### src/rtl/uart_filter_rx_multi_if.sv
// Signal bundle between the rxd pins/control and the multi-channel majority filter.
// No valid/ready pairs: every signal is level-valid on every clock; inputs are sampled each cycle.
interface uart_filter_rx_multi_if #(
  parameter int CHANNELS = 4,
  parameter int CNT_W    = 8
);
  logic [CHANNELS-1:0]       rxd_in;
  logic                      bypass;
  logic                      cnt_clr;
  logic [CHANNELS-1:0]       rxd_filtered;
  logic [CHANNELS-1:0]       rise_pulse;
  logic [CHANNELS-1:0]       fall_pulse;
  logic [CHANNELS*CNT_W-1:0] edge_cnt;

  modport master (
    output rxd_in, bypass, cnt_clr,
    input  rxd_filtered, rise_pulse, fall_pulse, edge_cnt
  );

  modport slave (
    input  rxd_in, bypass, cnt_clr,
    output rxd_filtered, rise_pulse, fall_pulse, edge_cnt
  );
endinterface

### src/rtl/uart_filter_rx_multi.sv
// Multi-channel rxd filter: synchroniser, sliding-window majority vote with hysteresis,
// filtered-edge pulses and a saturating raw-edge counter per channel.
module uart_filter_rx_multi #(
  parameter int CHANNELS    = 4,
  parameter int SYNC_STAGES = 2,
  parameter int WINDOW      = 7,
  parameter int HYST        = 0,
  parameter bit IDLE_LEVEL  = 1'b1,
  parameter int CNT_W       = 8
) (
  input logic                   clk,
  input logic                   rst,
  uart_filter_rx_multi_if.slave bus
);

  localparam int SUM_W = $clog2(WINDOW + 1);
  localparam logic [SUM_W-1:0] TH_HI   = SUM_W'((WINDOW + 1) / 2 + HYST);
  localparam logic [SUM_W-1:0] TH_LO   = SUM_W'((WINDOW - 1) / 2 - HYST);
  localparam logic [SUM_W-1:0] SUM_RST = IDLE_LEVEL ? SUM_W'(WINDOW) : '0;
  localparam logic [CNT_W-1:0] CNT_MAX = '1;

  for (genvar ch = 0; ch < CHANNELS; ch++) begin : g_ch
    logic [SYNC_STAGES-1:0] sync_q, sync_d;
    logic [WINDOW-2:0]      win_q, win_d;
    logic [SUM_W-1:0]       sum_q, sum_d;
    logic                   filt_q, filt_d;
    logic                   prev_q;
    logic [CNT_W-1:0]       cnt_q, cnt_d;
    logic                   samp;
    logic                   samp_edge;

    // win_q[0] is the previous synchronised sample, so it doubles as the edge reference.
    assign samp      = sync_q[SYNC_STAGES-1];
    assign samp_edge = samp ^ win_q[0];

    always_comb begin
      sync_d = {sync_q[SYNC_STAGES-2:0], bus.rxd_in[ch]};
      win_d  = {win_q[WINDOW-3:0], samp};

      sum_d = SUM_W'(samp);
      for (int k = 0; k < WINDOW - 1; k++) begin
        sum_d = sum_d + SUM_W'(win_q[k]);
      end

      // Between the two thresholds the output holds its last decision.
      filt_d = filt_q;
      if (bus.bypass) begin
        filt_d = samp;
      end else if (sum_q >= TH_HI) begin
        filt_d = 1'b1;
      end else if (sum_q <= TH_LO) begin
        filt_d = 1'b0;
      end

      cnt_d = cnt_q;
      if (bus.cnt_clr) begin
        cnt_d = '0;
      end else if (samp_edge && (cnt_q != CNT_MAX)) begin
        cnt_d = cnt_q + CNT_W'(1);
      end
    end

    always_ff @(posedge clk) begin
      if (rst) begin
        sync_q <= {SYNC_STAGES{IDLE_LEVEL}};
        win_q  <= {(WINDOW-1){IDLE_LEVEL}};
        sum_q  <= SUM_RST;
        filt_q <= IDLE_LEVEL;
        prev_q <= IDLE_LEVEL;
        cnt_q  <= '0;
      end else begin
        sync_q <= sync_d;
        win_q  <= win_d;
        sum_q  <= sum_d;
        filt_q <= filt_d;
        prev_q <= filt_q;
        cnt_q  <= cnt_d;
      end
    end

    assign bus.rxd_filtered[ch]               = filt_q;
    assign bus.rise_pulse[ch]                 = filt_q & ~prev_q;
    assign bus.fall_pulse[ch]                 = ~filt_q & prev_q;
    assign bus.edge_cnt[ch*CNT_W +: CNT_W]    = cnt_q;
  end

endmodule

### src/flat_wrapper.sv
// flat-port wrapper written by rule: the top's interface ports become plain ports
module uart_filter_rx_multi_flat 
#(
  parameter int CHANNELS    = 4,
  parameter int SYNC_STAGES = 2,
  parameter int WINDOW      = 7,
  parameter int HYST        = 0,
  parameter bit IDLE_LEVEL  = 1'b1,
  parameter int CNT_W       = 8
)
  (clk, rst, bus_rxd_in, bus_bypass, bus_cnt_clr, bus_rxd_filtered, bus_rise_pulse, bus_fall_pulse, bus_edge_cnt);
  uart_filter_rx_multi_if #(.CHANNELS(CHANNELS), .CNT_W(CNT_W)) bus_i ();
  input logic clk;
  input logic rst;
  input wire logic [$bits(bus_i.rxd_in)-1:0] bus_rxd_in;
  input wire logic [$bits(bus_i.bypass)-1:0] bus_bypass;
  input wire logic [$bits(bus_i.cnt_clr)-1:0] bus_cnt_clr;
  output wire logic [$bits(bus_i.rxd_filtered)-1:0] bus_rxd_filtered;
  output wire logic [$bits(bus_i.rise_pulse)-1:0] bus_rise_pulse;
  output wire logic [$bits(bus_i.fall_pulse)-1:0] bus_fall_pulse;
  output wire logic [$bits(bus_i.edge_cnt)-1:0] bus_edge_cnt;
  assign bus_i.rxd_in = bus_rxd_in;
  assign bus_i.bypass = bus_bypass;
  assign bus_i.cnt_clr = bus_cnt_clr;
  assign bus_rxd_filtered = bus_i.rxd_filtered;
  assign bus_rise_pulse = bus_i.rise_pulse;
  assign bus_fall_pulse = bus_i.fall_pulse;
  assign bus_edge_cnt = bus_i.edge_cnt;
  uart_filter_rx_multi #(.CHANNELS(CHANNELS), .SYNC_STAGES(SYNC_STAGES), .WINDOW(WINDOW), .HYST(HYST), .IDLE_LEVEL(IDLE_LEVEL), .CNT_W(CNT_W)) u_core (.clk(clk), .rst(rst), .bus(bus_i));
endmodule
### config.mk
export PLATFORM = sky130hd
export DESIGN_NAME = uart_filter_rx_multi_flat
export DESIGN_NICKNAME = d
export VERILOG_FILES = /design/src/rtl/uart_filter_rx_multi_if.sv /design/src/rtl/uart_filter_rx_multi.sv /design/src/flat_wrapper.sv
export SDC_FILE = /design/constraint.sdc
export NUM_CORES = 1
export LEC_CHECK = 0
export ABC_AREA = 0
export BUFFER_PORTS_ARGS = -buffer_cell sky130_fd_sc_hd__buf_2
export CAP_MARGIN = 20
export CORE_MARGIN = 8
export CORE_UTILIZATION = 50
export DETAILED_ROUTE_END_ITERATION = 8
export PLACE_DENSITY_LB_ADDON = 0.25
export REMOVE_ABC_BUFFERS = 1
export SETUP_SLACK_MARGIN = 0.15
export SLEW_MARGIN = 40
export SYNTH_ARGS = -nofsm -noshare
export SYNTH_HDL_FRONTEND = slang
export SYNTH_SLANG_ARGS = --single-unit
### constraint.sdc
create_clock -name clk -period 3.7 [get_ports clk]
set_input_delay 0.37 -clock clk [delete_from_list [all_inputs] [get_ports clk]]
set_output_delay 0.37 -clock clk [all_outputs]
set_load 0.005 [all_outputs]
Word level (Yosys, flattened, before mapping)
Cells that the tools add are included.
{"block": "word_totals", "reg_bits": 84, "inputBits": 8, "out_inout_bits": 44, "elab_cells": 105}
{"block": "op_classes", "addsub": 28, "order_cmp": 8, "eq_ne": 4, "muxes": 12, "bitwise_logic": 20, "reduce_logical": 9}
{"op": "$add A3 B1 Y3", "count": 20}
{"op": "$add A8 B1 Y8 const B", "count": 4}
{"op": "$ne A8 B8 Y1 const B", "count": 4}
{"op": "$ge A3 B3 Y1 const B", "count": 4}
{"op": "$le A3 B2 Y1 const B", "count": 4}
{"op": "$mux W1", "count": 12}
{"op": "$reduce_bool A3 Y1", "count": 4}
{"op": "$add A1 B1 Y2", "count": 4}
{"op": "$and A1 B1 Y1", "count": 8}
{"op": "$not A1 Y1", "count": 8}
{"op": "$logic_and A1 B1 Y1", "count": 4}
{"op": "$xor A1 B1 Y1", "count": 4}
{"op": "$reduce_or A2 Y1", "count": 1}

Longest topological paths before layout
Gate-level depths: netlist of run 1.
{"block": "depth", "depth_word": 6, "mapped_depth": 10, "mapped_depth_nobuf": 10}

Worst setup path before layout of run 1
OpenSTA, ideal clock, no wires.
{"block": "synth_timing", "path_kind": "register to register", "from": "register u_core.g_ch[0].sync_q[1]", "to": "register u_core.g_ch[0].sum_q[2]", "setup_ns": 0.128, "arrival_time_ns": 2.410, "required_time_ns": 3.572, "setup_slack_ns": 1.162, "path_stages_with_launch": 10, "n_path_buf": 0, "synth_period_minus_slack_ns": 2.538, "path_cell_list": "dfxtp_1 ha_1 inv_1 fa_1 fa_1 inv_1 ha_1 fa_1 xnor2_1 nand2_1"}
{"block": "synth_via", "elab_chain_cells": 6}
{"item": "start: declaration", "line_no": "uart_filter_rx_multi.sv:23", "source": "logic [SYNC_STAGES-1:0] sync_q, sync_d;"}
{"item": "start signal: assignment", "line_no": "uart_filter_rx_multi.sv:65", "source": "sync_q <= {SYNC_STAGES{IDLE_LEVEL}};"}
{"item": "start signal: assignment", "line_no": "uart_filter_rx_multi.sv:72", "source": "sync_q <= sync_d;"}
{"item": "$add A1 B1 Y2", "line_no": "uart_filter_rx_multi.sv:42", "source": "sum_d = sum_d + SUM_W'(win_q[k]);"}
{"item": "$add A3 B1 Y3 (5 in series)", "line_no": "uart_filter_rx_multi.sv:42"}
{"item": "end signal: assignment", "line_no": "uart_filter_rx_multi.sv:74", "source": "sum_q <= sum_d;"}
{"item": "end: declaration", "line_no": "uart_filter_rx_multi.sv:25", "source": "logic [SUM_W-1:0] sum_q, sum_d;"}
No other way between the ends.
A chain may end at the register's enable or synchronous reset.

Worst setup path in the final report of run 1
{"block": "layout_timing", "from": "register u_core.g_ch[2].sync_q[1]", "to": "register u_core.g_ch[2].sum_q[2]"}
{"block": "layout_via", "elab_chain_cells": 6}
{"item": "start: declaration", "line_no": "uart_filter_rx_multi.sv:23"}
{"item": "start signal: assignment", "line_no": "uart_filter_rx_multi.sv:65"}
{"item": "start signal: assignment", "line_no": "uart_filter_rx_multi.sv:72"}
{"item": "$add A1 B1 Y2", "line_no": "uart_filter_rx_multi.sv:42"}
{"item": "$add A3 B1 Y3 (5 in series)", "line_no": "uart_filter_rx_multi.sv:42"}
{"item": "end signal: assignment", "line_no": "uart_filter_rx_multi.sv:74"}
{"item": "end: declaration", "line_no": "uart_filter_rx_multi.sv:25"}
No other way between the ends.

==> summary.txt, run 1 <==
Sink Count - 76
RSZ-0062 raised after global routing - no
Status - complete, no violations
Area Growth Syn to Fin - 12.6%
Worst path cell trace - ha_1 > inv_1 > fa_1 > fa_1 > inv_1 > ha_1 > inv_1 > fa_1 > xor2_1 > nand2_1
Largest family of logic cells by synthesized area - simple AND/OR/NAND/NOR gates
WL met3 - 349 um
CORE AREA - 6720 sq um
RR Endpoint - u_core.g_ch[2].sum_q[2]
Adder-Cell Fraction of Synth Area - 12.2%
CP endpoint - u_core.g_ch[2].sum_q[2]
Post-cts repair resize count - 0
Minimum clock period after layout - 2.71 ns
Least-Margin Pin Slew - 0.625 ns
TritonCTS Buffers - 9
Mux share of post-synthesis cell area - 3.79%
CP max stage delay - 0.52 ns
FMAX - 0.369 GHz
Vias in the first global route - 2,492
Max-Cap Viols - 0
Pin count of the biggest net entering global routing - 33
Die height - 98.9 um
Area of the multi-input gates - 1670 sq um
Finished Cell Area - 3870 sq um
Arr. time, crit path - 2.93 ns
Simple-gate share of the synthesized area - 22.0%
Total grt overflow - 0
Port Buf Inserts - 51
I/O pins - 52
Clock root cell - clkbuf_8
Sequential standard cell area - 1520 sq um
Iter 0 DRT Violations - 120
Synth Area in Compound Gates - 9.83%
Initial Utilization - 51.1%
Register area share after synthesis - 44.3%
Vias per cell - 5.31
CTS tree - yes
Fillers - 616
Gr usage total - 14.8%
Hpwl dp - 4980 um
Worst-Skew Late Latency - 0.35 ns
Vias - 2,593
Pwr dens - 399 nW/um^2
Slew Viols, Final - 0
YS warnings - 0
Top post-synthesis cells by area - dfxtp_1 (44%), fa_1 (6.4%), ha_1 (5.8%), nand2_1 (4.5%), or2_2 (4.4%)
Die Footprint - 9780 sq um
XOR/XNOR Fraction of Synth Area - 0.765%
Static leakage - 1.71 nW
First-pass GRT wire length - 11,600 um
CP required - 3.92 ns
FF-to-FF Start - u_core.g_ch[2].sync_q[1]
WL met1 - 3170 um
Gp weighted congestion - 0.830
Hold Violations, Final - 0
Dpl cell area - 3690 sq um
Post-Syn Area per Cell - 9.52 sq um
Tcrit/Tclk final - 73.3%
Post-CTS setup buffers - 0
Cell taking the most area after synthesis - dfxtp_1
Worst-path clk slew - 0.08 ns
CP Max Fanout - 6
Setup_tns - 0 ns
Min Hold Slack - 0.200 ns
Final wirelength - 6840 um
Die width - 98.9 um
CP startpoint - u_core.g_ch[2].sync_q[1]
WL/cell - 14.0 um
Top cell type's share of synthesized area - 44.3%
Post-Route Skew - 0.00822 ns
CP endpoint kind - register
Synth Cell Area - 3440 sq um
DRC - 0
Synthesized instance count - 361
Htree depth - 3
Initial antenna violation count - 0
Min-delay worst type - in2reg
Cell variety after synth - 42
WL met2 - 3280 um
Nets@finish - 439
Top layer in use - met4
Startpoint Class - register
Reg2reg path depth - 10
Setup slack, reg-to-reg - 0.99 ns
Post-route ant nets - 0
# rows - 30
Slowest CP cell - fa_1
Share of layout cells above drive strength 1 - 22.5%
Hold Buf Count CTS - 0
Post-synthesis register bit count - 76
Slew HR - 58.2%
ANT cells - 0
Setup Crit Path Kind - reg2reg
Worst vdd ir - 0.268 mV
DRT Pass-1 Iters - 4
Final setup vio count - 0
Clock Tree Buf Depth - 2
-- worst min path at each step --
stage | endpoint | cells after the start | startpoint
after floorplan | u_core.g_ch[0].sync_q[1] | 1 | u_core.g_ch[0].sync_q[0]
after global placement | u_core.g_ch[1].sync_q[1] | 1 | u_core.g_ch[1].sync_q[0]
after global routing | u_core.g_ch[1].sync_q[0] | 2 | bus_rxd_in[1]
after CTS | u_core.g_ch[2].sync_q[0] | 2 | bus_rxd_in[2]
after detailed placement | u_core.g_ch[1].sync_q[1] | 1 | u_core.g_ch[1].sync_q[0]
final | u_core.g_ch[2].sync_q[0] | 2 | bus_rxd_in[2]
-- cell families after synthesis --
logic type	after synthesis
simple gates	135
fa+ha+maj	27
mux	13
buf+inv	56
xor+xnor	3
compound gates	51
flops	76
-- metrics by stage --
stage | power (mW) | util, % | worst slack (ns) | cells
global route | 1.62 | 57.6 | 0.806 | 488
detailed placement | 0.968 | 54.9 | 1.00 | 473
finish | 1.55 | 57.6 | 0.989 | 488
global placement | 0.963 | 54.9 | 1.10 | 473
floorplan | 0.929 | - | 1.16 | 341
CTS | 1.57 | 57.6 | 0.980 | 488
-- layout by cell type (no fill, tap or decap), types with 3 or more instances in the layout --
cell type  synthesis  final
nand4b_1           3      3
nand4_1           10     10
o21ai_0            8      8
nor2b_1            8      8
clkinv_2           0      3
ha_1              16     16
mux2i_1           13     13
nand3_1            6      6
dfxtp_1           76     76
buf_2              4     51
a211oi_1           5      5
nand2_1           41     41
a41oi_1            5      5
or2_2             24     24
or3_1              7      7
and4_1             5      5
clkbuf_8           0      9
a21oi_1           19     19
nor3_1            10     10
nor3b_1            3      3
a2111oi_0          3      3
inv_1             36     36
and3_1             7      7
fa_1              11     11
-- layout make-up --
class                   instances  area share (%)
well taps                      80            2.59
clock inverters                 5            1.39
multi-input cells             229            43.1
inverters                      36            3.49
repair buffers                 52            6.79
clock buffers                  10            3.30
flip-flops and latches         76            39.3
-- state kept, by name (all words and copies together), names as in the netlist --
name,count
u_core.g_ch.cnt_q,32
u_core.g_ch.filt_q,4
u_core.g_ch.prev_q,4
u_core.g_ch.sum_q,4
u_core.g_ch.sync_q,8
u_core.g_ch.win_q,24
-- Yosys cell counts --
master,n
mux2i_1,13
a21oi_1,19
o21a_1,1
buf_6,2
xnor2_1,2
nor3b_1,3
o21bai_1,2
a41oi_2,1
and3_1,7
buf_4,4
ha_1,16
and3b_1,1
or3_1,7
o41ai_1,2
fa_1,11
nor4b_1,2
nand2_1,41
inv_1,36
xor2_1,1
buf_2,4
nor2_1,2
a211oi_1,5
clkbuf_1,9
nand2b_1,2
nand4_1,10
a41oi_1,5
buf_1,1
nor3_1,10
dfxtp_1,76
or2_2,24
a31oi_1,2
a2111oi_0,3
nand3_1,6
nor2b_1,8
and4b_1,1
o311ai_0,2
and4_1,5
or2_4,1
nor4_1,2
nand4b_1,3
o21ai_0,8
a311oi_1,1
-- routing by layer --
layer  vias to the layer above  GRT usage [%]
li1                       1320              -
met1                      1210           17.2
met2                        59           23.9
met3                         4           5.99
met4                         0           5.08
met5                         -              0
-- critical path, delay by kind of cell (launching register included) --
family	cells	cell delay, ns
and+or+nand+nor	1	0.06
buffers and inverters	3	0.23
DFF	1	0.33
xor gates and xnor gates	1	0.16
adders and majority gates	5	1.81
-- power by group --
part	internal, mW	switching [mW]	leakage (nW)
clock network	0.306	0.293	0.0959
logic	0.0457	0.0566	1.00
registers	0.836	0.00944	0.618
total	1.19	0.359	1.71
Power figures use the tool's default switching activity.
==> run 2: changes to the inputs <==
Settings changed: ABC_AREA 0 to 1.
Clock period 3.7 ns to 2.7 ns, I/O delays scaled along.
==> run 2 against run 1 <==
  * Clock-buffer cell count grew 1
  * Clock skew grew 0.0033 ns
  * Maximum frequency grew 7.1%
  * Register-to-register slack lost 0.82 ns
  * Highest routed layer unchanged
  * Largest cell class unchanged
  * Hold slack lost 0.086 ns
  * Synthesized area grew 3.9%
==> summary.txt, run 2 <==
Worst vdd ir - 0.240 mV (was 0.268 mV)
Largest family of logic cells by synthesized area - simple AND/OR/NAND/NOR gates (unchanged)
Die width - 100 um (was 98.9 um)
Share of layout cells above drive strength 1 - 21.3% (was 22.5%)
First-pass GRT wire length - 12,000 um (was 11,600 um)
Gp weighted congestion - 0.785 (was 0.830)
Initial antenna violation count - 0 (unchanged)
Most frequent CP cell - fa_1
XOR/XNOR Fraction of Synth Area - 0.491% (was 0.765%)
Top post-synthesis cells by area - dfxtp_1 (43%), nand2_1 (12%), inv_1 (7.9%), fa_1 (6.2%), nor2_1 (5.7%) (was dfxtp_1 (44%), fa_1 (6.4%), ha_1 (5.8%), nand2_1 (4.5%), or2_2 (4.4%))
I/O pins - 52 (unchanged)
Final setup vio count - 0 (unchanged)
Clock Tree Buf Depth - 2 (unchanged)
# rows - 31 (was 30)
Pin count of the biggest net entering global routing - 21 (was 33)
Least-Margin Pin Slew - 0.531 ns (was 0.625 ns)
Worst-path clk slew - 0.08 ns (about the same)
Post-synth EDFFs - 0 (unchanged)
Fillers - 685 (was 616)
Hold Violations, Final - 0 (unchanged)
Dpl cell area - 3870 sq um (was 3690 sq um)
Cell family with most CP delay - adder cells (unchanged)
Gr usage total - 14.8% (about the same)
Vias - 2,929 (was 2,593)
Synth Area in Compound Gates - 3.44% (was 9.83%)
Biggest register - u_core.g_ch.cnt_q (unchanged)
Post-synthesis register bit count - 76 (unchanged)
Most instantiated cells after synthesis - nand2_1 (117), dfxtp_1 (76), inv_1 (75) (was dfxtp_1 (76), nand2_1 (41), inv_1 (36))
Vias in the first global route - 2,801 (was 2,492)
Register area share after synthesis - 42.6% (was 44.3%)
DRT Pass-1 Iters - 4 (unchanged)
YS warnings - 0 (unchanged)
Vias per cell - 4.69 (was 5.31)
Port Buf Inserts - 51 (unchanged)
Arr. time, crit path - 2.76 ns (was 2.93 ns)
Switching part of the total - 24.5% (was 23.2%)
Final wirelength - 6980 um (was 6840 um)
Tcrit/Tclk final - 93.8% (was 73.3%)
TritonCTS Buffers - 9 (unchanged)
Top cell type's share of synthesized area - 42.6% (was 44.3%)
Minimum clock period after layout - 2.53 ns (was 2.71 ns)
Iter 0 DRT Violations - 131 (was 120)
Total grt overflow - 0 (unchanged)
Nets@finish - 555 (was 439)
Finished Cell Area - 4130 sq um (was 3870 sq um)
Post-route ant nets - 0 (unchanged)
Switch Pwr - 0.512 mW (was 0.359 mW)
Worst-Skew Late Latency - 0.34 ns (was 0.35 ns)
Clock root cell - clkbuf_8 (unchanged)
Clock Power Share - 36.3% (was 38.7%)
Setup_tns - 0 ns (unchanged)
CP required - 2.93 ns (was 3.92 ns)
Most frequent cells in the layout - nand2_1 (117), inv_1 (73), dfxtp_1 (72) (was dfxtp_1 (76), buf_2 (51), nand2_1 (41))
Slew HR - 64.6% (was 58.2%)
Worst path bufs/invs - 2 (was 3)
Htree depth - 3 (unchanged)
Cell variety after synth - 24 (was 42)
Initial Utilization - 50.3% (was 51.1%)
Pwr dens - 505 nW/um^2 (was 399 nW/um^2)
Top Registers - u_core.g_ch.cnt_q: 32 flops, u_core.g_ch.win_q: 24 flops, u_core.g_ch.sync_q: 8 flops (unchanged)
Min-delay worst type - in2reg (unchanged)
Int Power - 1.57 mW (was 1.19 mW)
Synthesized instance count - 467 (was 361)
Post-Route Skew - 0.0116 ns (was 0.00822 ns)
WL/cell - 11.2 um (was 14.0 um)
Hold Buf Count CTS - 0 (unchanged)
Comb pwr share - 8.2% (was 6.6%)
Simple-gate share of the synthesized area - 30.4% (was 22.0%)
CP max stage delay - 0.52 ns (about the same)
Post-Syn Area per Cell - 7.64 sq um (was 9.52 sq um)
Commonest non-fill, non-tap cell in the layout - nand2_1 (was dfxtp_1)
Count leader, synth - nand2_1 (was dfxtp_1)
Die height - 100 um (was 98.9 um)
Slowest CP cell - fa_1 (unchanged)
Die Footprint - 10,100 sq um (was 9780 sq um)
DRC - 0 (unchanged)
Slew Viols, Final - 0 (unchanged)
Synth Cell Area - 3570 sq um (was 3440 sq um)
Mux share of post-synthesis cell area - 0% (was 3.79%)
Sink Count - 76 (unchanged)
Setup Crit Path Kind - reg2reg (unchanged)
Sequential group share of total power - 55.6% (was 54.7%)
Max FFs per register - 32 (unchanged)
ANT cells - 0 (unchanged)
Adder-Cell Fraction of Synth Area - 11.8% (was 12.2%)
Async S/R FF share, synth - 0% (unchanged)
Status - complete, no violations (unchanged)
Hpwl dp - 4930 um (was 4980 um)
Max-Cap Viols - 0 (unchanged)
CP endpoint kind - register (unchanged)
Static leakage - 1.98 nW (was 1.71 nW)
CTS tree - yes (unchanged)
CORE AREA - 7100 sq um (was 6720 sq um)
Area Growth Syn to Fin - 15.7% (was 12.6%)
Startpoint Class - register (unchanged)
Worst path cell trace - ha_4 > inv_2 > fa_1 > fa_1 > inv_1 > ha_2 > fa_2 > xnor2_2 > nand2_1 (was ha_1 > inv_1 > fa_1 > fa_1 > inv_1 > ha_1 > inv_1 > fa_1 > xor2_1 > nand2_1)
Cell taking the most area after synthesis - dfxtp_1 (unchanged)
Top_reg_cell synth - dfxtp_1 (unchanged)
CP Max Fanout - 2 (was 6)
FMAX - 0.395 GHz (was 0.369 GHz)
RSZ-0062 raised after global routing - yes (was no)
-- run 2: cells by family after synthesis --
family / Yosys count
adders and majority gates: 27
xor gates and xnor gates: 2
buffers and inverters: 94
and+or+nand+nor: 246
AOI/OAI and AO/OA: 22
DFF: 76
-- run 2: power by group through the flow --
| stage | Clock [mW] | Sequential, mW | Combinational [mW] |
|---|---|---|---|
| 2_1_floorplan | 0 | 1.18 | 0.0982 |
| 3_3_place_gp | 0 | 1.18 | 0.147 |
| 3_5_place_dp | 0 | 1.18 | 0.152 |
| 4_1_cts | 0.787 | 1.16 | 0.154 |
| 5_1_grt | 0.839 | 1.16 | 0.197 |
| 6_report | 0.756 | 1.16 | 0.170 |
-- run 2: final cells by class --
type                            instances  area, sq um  area share, %
Multi-Input combinational cell        297         1700           41.2
Sequential cell                        76         1530           37.0
Timing Repair Buffer                   60          323           7.82
Inverter                               76          285           6.91
Clock buffer                           11          141           3.43
Tap cell                               99          124           3.00
Clock inverter                          5         27.5          0.667
-- run 2: repair_timing --
action,in CTS,in global routing
resized for setup,1,15
buffers inserted,0,3
pin swaps,0,10
endpoints found under the setup margin,1,3
-- run 2: per-layer routing --
metal / part of all wire [%] / GRT usage (%) / vias to the layer above
met5: 0 / 0 / -
met4: 1.2 / 5.35 / 0
met3: 4.7 / 4.90 / 9
li1: - / - / 1538
met2: 45 / 23.8 / 55
met1: 49 / 17.9 / 1327
-- run 2: stage by stage --
| stage | setup WS (ns) | utilization, % | hold WS, ns | total power, mW | instances |
|---|---|---|---|---|---|
| after global placement | 0.235 | 54.6 | 0.399 | 1.33 | 605 |
| final | 0.169 | 58.2 | 0.114 | 2.09 | 624 |
| after floorplan | 0.0491 | - | 0.362 | 1.28 | 449 |
| after global routing | 0.0367 | 58.2 | 0.0877 | 2.20 | 624 |
| after detailed placement | 0.180 | 54.6 | 0.395 | 1.34 | 605 |
| after CTS | 0.165 | 57.0 | 0.0968 | 2.10 | 621 |
-- run 2: path summary, 6_finish.rpt --
kind	start	to	slack (ns)	cells after the start
max reg2reg	u_core.g_ch[3].sync_q[1]	u_core.g_ch[3].sum_q[2]	0.17	9
min	bus_rxd_in[0]	u_core.g_ch[0].sync_q[0]	0.11	2
min reg2reg	u_core.g_ch[0].sync_q[0]	u_core.g_ch[0].sync_q[1]	0.41	1
max	u_core.g_ch[3].sync_q[1]	u_core.g_ch[3].sum_q[2]	0.17	9
